## src/rtl/rr_pkg.sv

```systemverilog
// rtl/rr_pkg.sv - shared types and defaults for the round-robin requester
package rr_pkg;

  localparam int RR_NUM_CLIENTS = 4;
  localparam int RR_LEN_W       = 4;
  localparam int RR_DEPTH       = 4;
  localparam int CID_W          = $clog2(RR_NUM_CLIENTS);
  localparam int ERR_W          = 3;

  typedef enum int {
    ERR_OVF   = 0,
    ERR_SPUR  = 1,
    ERR_MULTI = 2
  } err_idx_e;

  typedef logic [RR_LEN_W-1:0] job_t;

  // LOAD has no register encoding: rem is matched against the FIFO head directly.
  typedef enum logic {
    ST_IDLE   = 1'b0,
    ST_ACTIVE = 1'b1
  } client_state_e;

endpackage

```

## src/rtl/rr_req_client.sv

```systemverilog
// rtl/rr_req_client.sv - one client: job FIFO, beat counter, req/done/full
module rr_req_client
  import rr_pkg::*;
#(
  parameter int LEN_W = RR_LEN_W,
  parameter int DEPTH = RR_DEPTH
) (
  input  logic             clk,
  input  logic             reset,
  input  logic             push,
  input  logic [LEN_W-1:0] push_len,
  input  logic             beat,
  output logic             req,
  output logic             done,
  output logic             full,
  output logic             drop
);

  localparam int AW = $clog2(DEPTH);
  localparam int PW = AW + 1;

  logic [LEN_W-1:0] mem [DEPTH];
  logic [PW-1:0]    wr_ptr, rd_ptr, wr_nxt, rd_nxt;
  logic [LEN_W-1:0] rem, head_len;
  logic             full_now, pop, push_ok;
  client_state_e    state;

  always_comb begin
    head_len = mem[rd_ptr[AW-1:0]];
    full_now = (wr_ptr[AW] != rd_ptr[AW]) && (wr_ptr[AW-1:0] == rd_ptr[AW-1:0]);
    pop      = beat && req && (rem == head_len);
    // A pop on the same cycle frees the slot the push needs.
    push_ok  = push && (!full_now || pop);
    drop     = push && full_now && !pop;
    wr_nxt   = wr_ptr + PW'(push_ok);
    rd_nxt   = rd_ptr + PW'(pop);
  end

  always_ff @(posedge clk) begin
    if (push_ok) mem[wr_ptr[AW-1:0]] <= push_len;
  end

  always_ff @(posedge clk) begin
    if (reset) begin
      wr_ptr <= '0;
      rd_ptr <= '0;
      rem    <= '0;
      state  <= ST_IDLE;
      done   <= 1'b0;
      full   <= 1'b0;
    end else begin
      wr_ptr <= wr_nxt;
      rd_ptr <= rd_nxt;
      done   <= pop;
      full   <= (wr_nxt[AW] != rd_nxt[AW]) && (wr_nxt[AW-1:0] == rd_nxt[AW-1:0]);
      state  <= (wr_nxt != rd_nxt) ? ST_ACTIVE : ST_IDLE;
      if (pop)
        rem <= '0;
      else if (beat && req)
        rem <= rem + LEN_W'(1);
    end
  end

  assign req = (state == ST_ACTIVE);

endmodule

```

## src/rtl/rr_requester.sv

```systemverilog
// rtl/rr_requester.sv - request-side agent for the 4-way round-robin arbiter
module rr_requester
  import rr_pkg::*;
#(
  parameter int NUM_CLIENTS = RR_NUM_CLIENTS,
  parameter int LEN_W       = RR_LEN_W,
  parameter int DEPTH       = RR_DEPTH
) (
  input  logic                           clk,
  input  logic                           reset,
  input  logic [NUM_CLIENTS-1:0]         push_i,
  input  logic [NUM_CLIENTS*LEN_W-1:0]   push_len_i,
  output logic [NUM_CLIENTS-1:0]         req_o,
  input  logic [NUM_CLIENTS-1:0]         gnt_i,
  output logic                           beat_valid_o,
  output logic [$clog2(NUM_CLIENTS)-1:0] beat_client_o,
  output logic [NUM_CLIENTS-1:0]         done_o,
  output logic [NUM_CLIENTS-1:0]         full_o,
  output logic [ERR_W-1:0]               err_o
);

  localparam int CW = $clog2(NUM_CLIENTS);

  logic [NUM_CLIENTS-1:0] legal, drop;
  logic                   multi, spur;
  logic [CW-1:0]          idx;

  always_comb begin
    multi = |(gnt_i & (gnt_i - NUM_CLIENTS'(1)));
    spur  = |(gnt_i & ~req_o);
    // A onehot violation voids every grant bit, including requested ones.
    legal = multi ? '0 : (gnt_i & req_o);
    idx   = '0;
    for (int k = 0; k < NUM_CLIENTS; k++)
      if (legal[k]) idx = CW'(k);
  end

  for (genvar k = 0; k < NUM_CLIENTS; k++) begin : g_client
    rr_req_client #(
      .LEN_W (LEN_W),
      .DEPTH (DEPTH)
    ) u_client (
      .clk      (clk),
      .reset    (reset),
      .push     (push_i[k]),
      .push_len (push_len_i[k*LEN_W +: LEN_W]),
      .beat     (legal[k]),
      .req      (req_o[k]),
      .done     (done_o[k]),
      .full     (full_o[k]),
      .drop     (drop[k])
    );
  end

  always_ff @(posedge clk) begin
    if (reset) begin
      beat_valid_o  <= 1'b0;
      beat_client_o <= '0;
      err_o         <= '0;
    end else begin
      beat_valid_o <= |legal;
      if (|legal) beat_client_o <= idx;
      err_o[ERR_OVF]   <= err_o[ERR_OVF]   | (|drop);
      err_o[ERR_SPUR]  <= err_o[ERR_SPUR]  | spur;
      err_o[ERR_MULTI] <= err_o[ERR_MULTI] | multi;
    end
  end

endmodule

```

## config.mk

```make
export PLATFORM = sky130hd
export DESIGN_NAME = rr_requester
export DESIGN_NICKNAME = d
export VERILOG_FILES = /design/src/rtl/rr_pkg.sv /design/src/rtl/rr_req_client.sv /design/src/rtl/rr_requester.sv
export SDC_FILE = /design/constraint.sdc
export NUM_CORES = 1
export LEC_CHECK = 0
export BUFFER_PORTS_ARGS = -buffer_cell sky130_fd_sc_hd__buf_2
export CORE_AREA = 2 2 107 109
export DETAILED_ROUTE_END_ITERATION = 10
export DIE_AREA = 0 0 109 111
export GPL_TIMING_DRIVEN = 0
export HOLD_SLACK_MARGIN = 0.12
export PLACE_DENSITY = 0.67
export SLEW_MARGIN = 0
export SYNTH_ARGS = -nofsm -noshare
export SYNTH_HDL_FRONTEND = slang
export SYNTH_SLANG_ARGS = --single-unit
```

## constraint.sdc

```tcl
create_clock -name clk -period 2.8 [get_ports clk]
set_input_delay 0.42 -clock clk [delete_from_list [all_inputs] [get_ports clk]]
set_output_delay 0.42 -clock clk [all_outputs]
set_load 0.03 [all_outputs]
```

==> results of run 1 <==
## timing repair
| item | 4_1_cts | 5_1_grt |
|---|---|---|
| setup endpoints to repair | 6 | 9 |
| pin swaps | 5 | 10 |
| setup buffers | 6 | 6 |
| gates cloned | 0 | 0 |
| resized for setup | 4 | 19 |
## metal layers
layer / track usage [%] / vias up / routed length (um)
li1: - / 1594 / -
met3: 4.350 / 16 / 278
met5: 0 / - / 0
met2: 28.99 / 49 / 5060
met4: 7.350 / 0 / 198
met1: 21.39 / 1555 / 4314
## worst reg2reg max path: stages (launching register included)
cell,delay [ns]
dfxtp_1,0.34
buf_4,0.18
mux4_2,0.52
xnor2_1,0.14
nand4_1,0.19
nor2_4,0.07
o21a_1,0.19
ha_1,0.18
ha_1,0.22
xnor2_2,0.26
xnor2_2,0.17
a31oi_1,0.10
## cells by family after synthesis
group,synth area share [%]
flops,58.09
buf+inv,3.866
fa+ha+maj,4.903
xor+xnor,9.736
compound gates,5.493
simple gates,10.56
mux,7.355
## state kept, by name, indices dropped and copies added (netlist names), 3 cells and up
register	flops
g_client.u_client.rd_ptr	12
err_o	3
g_client.u_client.full	4
g_client.u_client.wr_ptr	12
g_client.u_client.done	4
g_client.u_client.mem	64
g_client.u_client.req	4
g_client.u_client.rem	16
## where the power goes
group          internal (W)  switching, W  total, W
combinational      0.000147      0.000184  0.000331
sequential          0.00196     0.0000405   0.00200
clock               0.00116      0.000744   0.00191
total               0.00327      0.000968   0.00424
## through the flow
stage          hold WS [ns]  setup TNS (ns)  power [W]  util [%]  instance area [sq um]
3_3_place_gp         0.4488         -0.3571   0.002339     51.34                   5687
5_1_grt              0.2231       -0.007037   0.004393     58.01                   6426
6_report             0.2229               0   0.004237     58.01                   6426
4_1_cts              0.2107               0   0.004261     56.72                   6282
2_1_floorplan        0.4779               0   0.002252         -                   5308
3_5_place_dp         0.4593         -0.7312   0.002351     51.34                   5687
## final cells by class
| cell class | count | area [sq um] |
|---|---|---|
| clock inverters | 12 | 76.32 |
| well taps | 143 | 178.9 |
| flip-flops and latches | 122 | 3084 |
| repair buffers | 52 | 290.3 |
| clock buffers | 20 | 456.7 |
| plain buffers | 26 | 166.4 |
| fillers | 879 | 4651 |
| inverters | 15 | 56.30 |
| multi-input cells | 235 | 2117 |
## worst max path at each step
stage | depth (start not counted) | endpoint | slack [ns] | startpoint
2_1_floorplan | 10 | g_client[0].u_client.req | 0.28 | g_client[0].u_client.rd_ptr[0]
3_3_place_gp | 11 | g_client[2].u_client.full | -0.11 | g_client[2].u_client.rd_ptr[0]
3_5_place_dp | 11 | g_client[3].u_client.full | -0.22 | g_client[3].u_client.rd_ptr[0]
4_1_cts | 11 | g_client[3].u_client.full | 0.007 | g_client[3].u_client.rd_ptr[0]
5_1_grt | 11 | g_client[3].u_client.full | -0.004 | g_client[3].u_client.rd_ptr[0]
6_report | 11 | g_client[2].u_client.req | 0.11 | g_client[2].u_client.rd_ptr[0]
## Yosys cell counts (all sizes together)
library cell and instances:
o2111a 12, a41oi 1, or3 1, o2111ai 1, nor4 2, o21ai 4
a222oi 1, nand2b 1, xnor2 46, nor3b 1, ha 20, a21oi 7
nand4 7, inv 15, maj3 1, and3 1, nor3 21, mux4 16
buf 19, nand3 4, and3b 2, xor2 13, nor2b 16, dfxtp 58
a31oi 5, nor2 22, and4b 2, a311oi 1, edfxtp 64, nand2 16
nor4b 1, nand4b 2, or2 1, clkbuf 7, mux2i 3, o21a 3
a21boi 1
==> key figures, run 1 <==
Layout
  • # nets final: 515
  • Most frequent cells in the layout: 64 x edfxtp_1, 57 x dfxtp_1, 41 x buf_2
  • # diodes: 0
  • Cell Count, Final, Fillers Out: 625
  • Area growth syn-to-layout: 21.07%
  • Layout cells sized above 1: 28.42%
  • Commonest non-fill, non-tap cell in the layout: edfxtp_1

Yosys
  • Synthesized Nets: 444
  • Ys Warns: 0
  • Sequential area share after synthesis: between 50% and 60%
  • Syn_area_per_cell: 13.34 sq um
  • Synth area leader: edfxtp_1
  • Largest cells by area after synthesis: edfxtp_1 36%, dfxtp_1 22%, xnor2_1 7.6%, mux4_2 6.8%, ha_1 4.7%
  • Mapped Area: around 5300 sq um
  • Distinct cells, synth: 40
  • Yosys top cell area share: 36.21%
  • Syn Inst Count: 398
  • Synth Register Bits: 122

Detailed routing
  • DR WL/cell: around 16 um
  • Routed Antenna Nets: 0
  • Final wirelength: slightly below 10,000 um
  • DRC: 0
  • DR pass1 iterations: 4
  • Iter 0 DRT Violations: 137
  • Via count: between 3,000 and 4,000
  • Vias/cell: 5.142

Setup path
  • Reg2reg path depth: 11
  • Top delay family on crit path: XOR/XNOR gates
  • Startpoint types: register
  • Worst reg2reg setup slack: between 0.1 and 0.15 ns
  • Crit path cell chain: buf_4, mux4_2, xnor2_1, nand4_1, nor2_4, o21a_1, ha_1, ha_1, xnor2_2, xnor2_2, a31oi_1
  • Max incr delay on CP: 0.52 ns
  • CP Capture Type: register
  • Worst-path maximum fanout: 5
  • Critical-path top delay cell: mux4_2
  • Buf+Inv Stages, Crit Path: 1
  • CP arrival: between 2 and 3 ns
  • RR Endpoint: g_client[2].u_client.req
  • Critical Path RT: 3.07 ns
  • Reg2reg start: g_client[2].u_client.rd_ptr[0]
  • Crit Path Category: register to register

GRT
  • Initial antenna violation count: 0
  • First-pass GRT wire length: 15,850 um
  • Gr usage total: about 17%
  • Vias in the first global route: 3,228
  • Global route overflow: 0
  • Largest net degree at the start of global routing: 17

Timing
  • Final setup viols: 0
  • Period utilisation layout: 96.09%
  • Clock Skew: just under 0.006 ns
  • Max-slew violations: 0
  • Max transition margin: 43.37%
  • Crit path time final: between 2 and 3 ns
  • Maximum operating frequency: 371.7 MHz
  • Worst Max-Slew Pin Slew: roughly 0.84 ns
  • Setup ws final: around 0.11 ns
  • Hold Fails Final Rpt: 0

Clock network
  • CTS Buf Count: 17
  • CTS Hold Bufs: 0
  • Root Driver: clkbuf_16
  • Clock sink count: 122
  • CTS tree: yes
  • Clock transition at the registers of the reported paths: 0.05 ns
  • CTS H-tree depth: 4
  • Clock Latency Late Sink: 0.40 ns
  • Clock Path Buffers: 2

Floorplan
  • Rows: 39
  • Die ar.: 12,100 sq um
  • IO Pins: 44
  • Height of the die: 111 um
  • Core area: 11,080 sq um
  • Initial core utilization: a little under half
  • Die W: approximately 110 um

Power
  • Cell Pwr Density: 659.4 nW/um^2
  • Static leakage: 2.387 nW
  • VDD IR max: 0.0003855 V

Placed design
  • Gp weighted congestion: approximately 0.84
  • DP Worst Slack: -0.2189 ns
  • DPL Wire Length: approximately 7000 um
  • Port bufs: 40
  • Number of placed cells counting well taps: 581

Flow run
  • Maxcap violations: 0

Worst hold path
  • WHS Endpoint: g_client[1].u_client.mem[1][2]
  • Min-delay src: push_len_i[6]
  • Hold Path Stages: 1
  • Min-delay worst type: input port to register

Outcome
  • Status: completed
No activity file was read; power rests on OpenSTA's default activity.
==> run 2: changes to the inputs <==
--- a/config.mk
+++ b/config.mk
@@ -6,9 +6,9 @@
 export NUM_CORES = 1
 export LEC_CHECK = 0
 export BUFFER_PORTS_ARGS = -buffer_cell sky130_fd_sc_hd__buf_2
-export CORE_AREA = 2 2 107 109
+export CORE_AREA = 2 2 88 132
 export DETAILED_ROUTE_END_ITERATION = 10
-export DIE_AREA = 0 0 109 111
+export DIE_AREA = 0 0 90 134
 export GPL_TIMING_DRIVEN = 0
 export HOLD_SLACK_MARGIN = 0.12
 export PLACE_DENSITY = 0.67
==> run 2 against run 1 <==
Compared with the run above:
- first-iteration DRC count is 8.8% higher
- combinational power is 2% lower
- register-to-register slack hardly changed
- count of clock-buffer cells in the layout is 1 lower
- critical path depth stayed put
- via count is 1.4% higher
- setup slack better by 0.011 ns
- clock skew is 0.0013 ns higher
- non-clock buffer count is 4 higher
- sequential share of layout area is 0.44 points lower
- fmax is 0.40% higher
- largest power group is now the clock network
==> key figures, run 2 (same netlist as run 1, synthesis figures left out) <==
Outcome
  • Status: completed

Floorplan
  • Die ar.: around 12,000 sq um
  • Initial core utilization: between 40% and 50%
  • Core area: 10,940 sq um
  • IO Pins: 44
  • Height of the die: 134 um
  • Die W: 90 um
  • Rows: 47

Power
  • Register share of total power: about 45%
  • Clk pwr share: a little under 50%
  • Final Total Pwr: 0.004483 W
  • Static leakage: 2.420 nW
  • Psw: ~0.001 W
  • VDD IR max: just over 0.0005 V
  • Logic pwr share: 7.3%
  • Sw Ratio: 22.16%
  • Cell Pwr Density: 691.6 nW/um^2
  • P_int: 0.003490 W

Layout
  • Area growth syn-to-layout: 22.14%
  • # nets final: 519
  • Commonest non-fill, non-tap cell in the layout: edfxtp_1
  • Filler cell count: between 900 and 1,000
  • Max FFs per register: 64
  • # diodes: 0
  • Layout cells sized above 1: 27.78%
  • Post-route cell area: 6482 sq um
  • Most frequent cells in the layout: 64 x edfxtp_1, 58 x dfxtp_1, 41 x buf_2

Placed design
  • Gp weighted congestion: 0.7753
  • Port bufs: 40
  • DPL Wire Length: roughly 7200 um
  • Post-DP Area: ~5700 sq um

GRT
  • Gr usage total: 17.73%
  • First-pass GRT wire length: 16,430 um
  • Largest net degree at the start of global routing: 17
  • Initial antenna violation count: 1
  • Global route overflow: 0
  • Vias in the first global route: approximately 3,400

Clock network
  • Clock Path Buffers: 2
  • CTS Hold Bufs: 0
  • Clock sink count: between 100 and 150
  • Clock transition at the registers of the reported paths: 0.05 ns
  • CTS H-tree depth: 4
  • Clock Latency Late Sink: 0.42 ns
  • CTS tree: yes
  • Root Driver: clkbuf_16
  • CTS Buf Count: 17

Setup path
  • Crit path cell chain: buf_4, mux4_2, xnor2_1, nand4_1, nor2_4, buf_4, ha_1, ha_1, xnor2_1, xnor2_1, a31oi_1
  • CP arrival: 2.95 ns
  • Critical-path top delay cell: mux4_2
  • Crit Path Category: register to register
  • Buf+Inv Stages, Crit Path: 2
  • Top delay family on crit path: multiplexers
  • Worst-path maximum fanout: 7
  • Critical Path RT: 3.07 ns
  • Startpoint types: register
  • Most used cell, CP: xnor2_1
  • Max incr delay on CP: 0.53 ns
  • Reg2reg start: g_client[3].u_client.rd_ptr[0]
  • CP Capture Type: register
  • Setup crit start: g_client[3].u_client.rd_ptr[0]

Timing
  • Crit path time final: 2.680 ns
  • Final setup viols: 0
  • Hold Fails Final Rpt: 0
  • Worst Max-Slew Pin Slew: 0.6001 ns
  • Maximum operating frequency: 373.2 MHz
  • Max-slew violations: 0
  • Period utilisation layout: 95.71%
  • Clock Skew: 0.007140 ns
  • Max transition margin: 59.99%

Worst hold path
  • Min-delay worst type: input port to register
  • Min-delay src: push_len_i[13]

Detailed routing
  • Routed Antenna Nets: 0
  • DR WL/cell: 15.97 um
  • Final wirelength: between 10,000 and 15,000 um
  • DR pass1 iterations: 4
  • DRC: 0
  • Iter 0 DRT Violations: 149
  • Vias/cell: between 5 and 6
  • Via count: approximately 3,300

Flow run
  • Maxcap violations: 0
[run 2: cell types whose count changed in the layout (fill, tap and decap cells not counted), moves of 2 or more]
cell        before  now
bufinv_16        0    3
xnor2_2         11    7
buf_4           26   30
clkbuf_8         2    0
xnor2_1         35   39
clkinvlp_4       6    4
[run 2: path summary, 6_finish.rpt]
path                                    endpoint  slack (ns)  cells after the start
setup / recovery        g_client[3].u_client.req        0.12                     11
hold reg to reg                         err_o[2]        0.46                      2
setup reg to reg        g_client[3].u_client.req        0.12                     11
hold / removal    g_client[3].u_client.mem[2][1]        0.22                      1
[run 2: repair_timing]
| action | CTS | global route |
|---|---|---|
| setup endpoints to repair | 5 | 8 |
| buffers inserted | 5 | 11 |
| gates resized for setup | 2 | 15 |
| pin swaps | 3 | 9 |
[run 2: metal layers]
| metal | share of wire, % | wire, um | vias to the layer above | track usage [%] |
|---|---|---|---|---|
| met5 | 0 | 0 | - | 0 |
| met3 | 3.9 | 396 | 19 | 4.663 |
| met2 | 54 | 5443 | 57 | 32.41 |
| li1 | - | - | 1600 | - |
| met4 | 1.9 | 187 | 0 | 8.291 |
| met1 | 40 | 4078 | 1583 | 19.02 |
[run 2: final cells by class]
class / count / area (sq um) / share of cell area [%]
Timing Repair Buffer: 56 / 320.3 / 4.941
Sequential cell: 122 / 3083 / 47.56
Inverter: 15 / 56.30 / 0.8686
Multi-Input combinational cell: 235 / 2091 / 32.25
Tap cell: 147 / 183.9 / 2.837
Clock inverter: 13 / 152.6 / 2.355
Buffer: 26 / 162.7 / 2.509
Clock buffer: 19 / 432.9 / 6.678
[run 2: power groups by stage]
stage               Sequential (W)  Clock [W]  Combinational, W
CTS                        0.00200    0.00218          0.000316
floorplan                  0.00203          0          0.000219
global route               0.00201    0.00226          0.000358
global placement           0.00203          0          0.000304
finish                     0.00200    0.00216          0.000326
detailed placement         0.00204          0          0.000312
[run 2: metrics by stage]
step	util, %	std cells	worst slack [ns]	hold WS (ns)	setup TNS, ns
after floorplan	-	398	0.2799	0.4779	0
after global placement	52.04	585	-0.2571	0.4433	-0.4174
after detailed placement	52.04	585	-0.3052	0.4581	-0.5655
after CTS	57.84	622	0.01417	0.2032	0
after global routing	59.27	633	-0.03118	0.2118	-0.06835
final	59.27	633	0.1202	0.2164	0
[run 2: worst reg2reg max path: stages, from the launching register on]
cell,delay [ns]
dfxtp_1,0.33
buf_4,0.17
mux4_2,0.53
xnor2_1,0.18
nand4_1,0.20
nor2_4,0.24
buf_4,0.15
ha_1,0.13
ha_1,0.15
xnor2_1,0.17
xnor2_1,0.17
a31oi_1,0.10
==> run 3: changes to the inputs <==
==> constraint.sdc (replaced) <==
create_clock -name clk -period 2.55 [get_ports clk]
set_input_delay 0.3825 -clock clk [delete_from_list [all_inputs] [get_ports clk]]
set_output_delay 0.3825 -clock clk [all_outputs]
set_load 0.03 [all_outputs]
==> run 3 against run 2 <==
Compared with the run above:
- the flow now finishes with violations (setup timing)
- sequential power grew 10%
- sequential share of layout area shrank 2.8 points
- die area is the same
- clock power grew 9.7%
- critical path type unchanged
- critical endpoint unchanged
- largest cell class unchanged
- first-iteration DRC count grew 20%
- setup slack lost 0.12 ns
==> key figures, run 3 (same netlist as run 1, synthesis figures left out) <==
Floorplan
  • Initial core utilization: 48.52%
  • IO Pins: 44
  • Rows: 47
  • Die W: ~90 um
  • Die ar.: 12,060 sq um
  • Core area: 10,940 sq um
  • Height of the die: about 130 um

Layout
  • Max FFs per register: 64
  • Area growth syn-to-layout: 29.94%
  • Layout cells sized above 1: 36.90%
  • Commonest non-fill, non-tap cell in the layout: edfxtp_1
  • Post-route cell area: 6897 sq um
  • Cell Count, Final, Fillers Out: 644
  • Most frequent cells in the layout: 64 x edfxtp_1, 54 x dfxtp_1, 41 x buf_2
  • # nets final: 529
  • Filler cell count: between 800 and 900

Flow run
  • Maxcap violations: 0

Power
  • VDD IR max: 0.0005614 V
  • Sw Ratio: 22.32%
  • Logic pwr share: between 8 and 9%
  • Static leakage: 2.532 nW
  • Psw: 0.001110 W
  • Cell Pwr Density: approximately 720 nW/um^2
  • Clk pwr share: 47.5%
  • Register share of total power: 44.3%
  • P_int: around 0.0039 W
  • Final Total Pwr: 0.004975 W

Clock network
  • CTS Hold Bufs: 0
  • CTS tree: yes
  • Clock Latency Late Sink: about 0.4 ns
  • Root Driver: clkbuf_16
  • Clock transition at the registers of the reported paths: 0.05 ns
  • CTS H-tree depth: 4
  • Clock sink count: 122
  • Clock Path Buffers: 2
  • CTS Buf Count: 17

Timing
  • RSZ-0062 raised after global routing: yes
  • Maximum operating frequency: 391.7 MHz
  • Setup ws final: -0.003000 ns
  • Hold Fails Final Rpt: 0
  • Final setup viols: 1
  • WHS: 0.1806 ns
  • Max transition margin: just under 60%
  • Max-slew violations: 0
  • Period utilisation layout: 100.1%
  • Crit path time final: about 2.6 ns
  • Clock Skew: 0.007703 ns
  • Worst Max-Slew Pin Slew: 0.6314 ns

Outcome
  • Status: finished, violations left
  • Failing checks: setup timing

Setup path
  • Worst-path maximum fanout: 5
  • CP arrival: between 2 and 3 ns
  • Crit path cell chain: buf_6, mux4_2, xnor2_2, nand4_1, nor2_4, o21a_1, ha_2, ha_4, xnor2_4, xnor2_2, a31oi_1
  • Max incr delay on CP: roughly 0.54 ns
  • Startpoint types: register
  • Critical Path RT: between 2 and 3 ns
  • Most used cell, CP: xnor2_2
  • CP Capture Type: register
  • Buf+Inv Stages, Crit Path: 1
  • Critical-path top delay cell: mux4_2
  • Top delay family on crit path: multiplexers
  • Crit Path Category: register to register

Detailed routing
  • DRC: 0
  • Iter 0 DRT Violations: 179
  • DR pass1 iterations: 4
  • Vias/cell: 5.244
  • Final wirelength: 10,820 um
  • DR WL/cell: 16.80 um
  • Via count: 3,377
  • Routed Antenna Nets: 0

GRT
  • Vias in the first global route: 3,518
  • Global route overflow: 0
  • First-pass GRT wire length: 16,930 um
  • Gr usage total: 18.34%
  • Initial antenna violation count: 1
  • Largest net degree at the start of global routing: 17

Placed design
  • Number of placed cells counting well taps: 585
  • Post-DP Area: around 5700 sq um
  • DP Worst Slack: -0.5177 ns
  • Port bufs: 40
  • DPL Wire Length: 7171 um
  • Gp weighted congestion: just under 0.8

Worst hold path
  • Min-delay worst type: input port to register
-- run 3: changes by cell type in the layout (fill, tap and decap cells not counted), moves of 4 or more --
cell	delta
dfxtp_2	+4
xnor2_1	-18
ha_2	+5
xnor2_4	+6
ha_4	+6
buf_4	+6
buf_6	+5
dfxtp_1	-4
ha_1	-11
xnor2_2	+12
-- run 3: per-stage QoR --
stage	utilization, %	setup TNS (ns)
floorplan	-	0
global placement	52.04	-3.101
detailed placement	52.04	-4.422
CTS	60.43	-0.04155
global route	63.03	-0.9246
finish	63.05	-0.003000
-- run 3: worst paths after layout --
path	to	slack, ns	from	cells past startpoint
hold reg to reg	beat_client_o[1]	0.47	beat_client_o[1]	2
setup / recovery	g_client[3].u_client.req	-0.003	g_client[3].u_client.rd_ptr[0]	11
setup reg to reg	g_client[3].u_client.req	-0.003	g_client[3].u_client.rd_ptr[0]	11
hold / removal	g_client[3].u_client.mem[0][1]	0.18	push_len_i[13]	1
-- run 3: layer usage --
layer / routed length (um) / up-vias / global-route usage [%]
met2: 5921 / 76 / 33.38
met1: 4257 / 1647 / 19.44
met5: 0 / - / 0
met4: 260 / 0 / 8.803
met3: 377 / 26 / 5.225
li1: - / 1628 / -
-- run 3: power by group through the flow --
stage | sequential (W) | clock (W) | combinational (W)
floorplan | 0.00223 | 0 | 0.000240
finish | 0.00220 | 0.00237 | 0.000406
CTS | 0.00220 | 0.00240 | 0.000372
global route | 0.00221 | 0.00248 | 0.000441
global placement | 0.00223 | 0 | 0.000334
detailed placement | 0.00224 | 0 | 0.000342
-- run 3: timing repair --
action | in CTS | in global routing
resized for setup | 37 | 32
pin swaps | 21 | 25
setup endpoints to repair | 18 | 22
buffers inserted | 20 | 6
-- run 3: layout make-up --
| cell class | count | area (sq um) | area share (%) |
|---|---|---|---|
| antenna | 1 | 2.502 | 0.03628 |
| buffer | 26 | 173.9 | 2.522 |
| clock buffer | 19 | 432.9 | 6.277 |
| clock inverter | 13 | 152.6 | 2.213 |
| inverter | 15 | 56.30 | 0.8164 |
| multi-input combinational | 235 | 2404 | 34.85 |
| sequential | 122 | 3088 | 44.78 |
| tap | 147 | 183.9 | 2.667 |
| timing repair buffer | 66 | 402.9 | 5.842 |
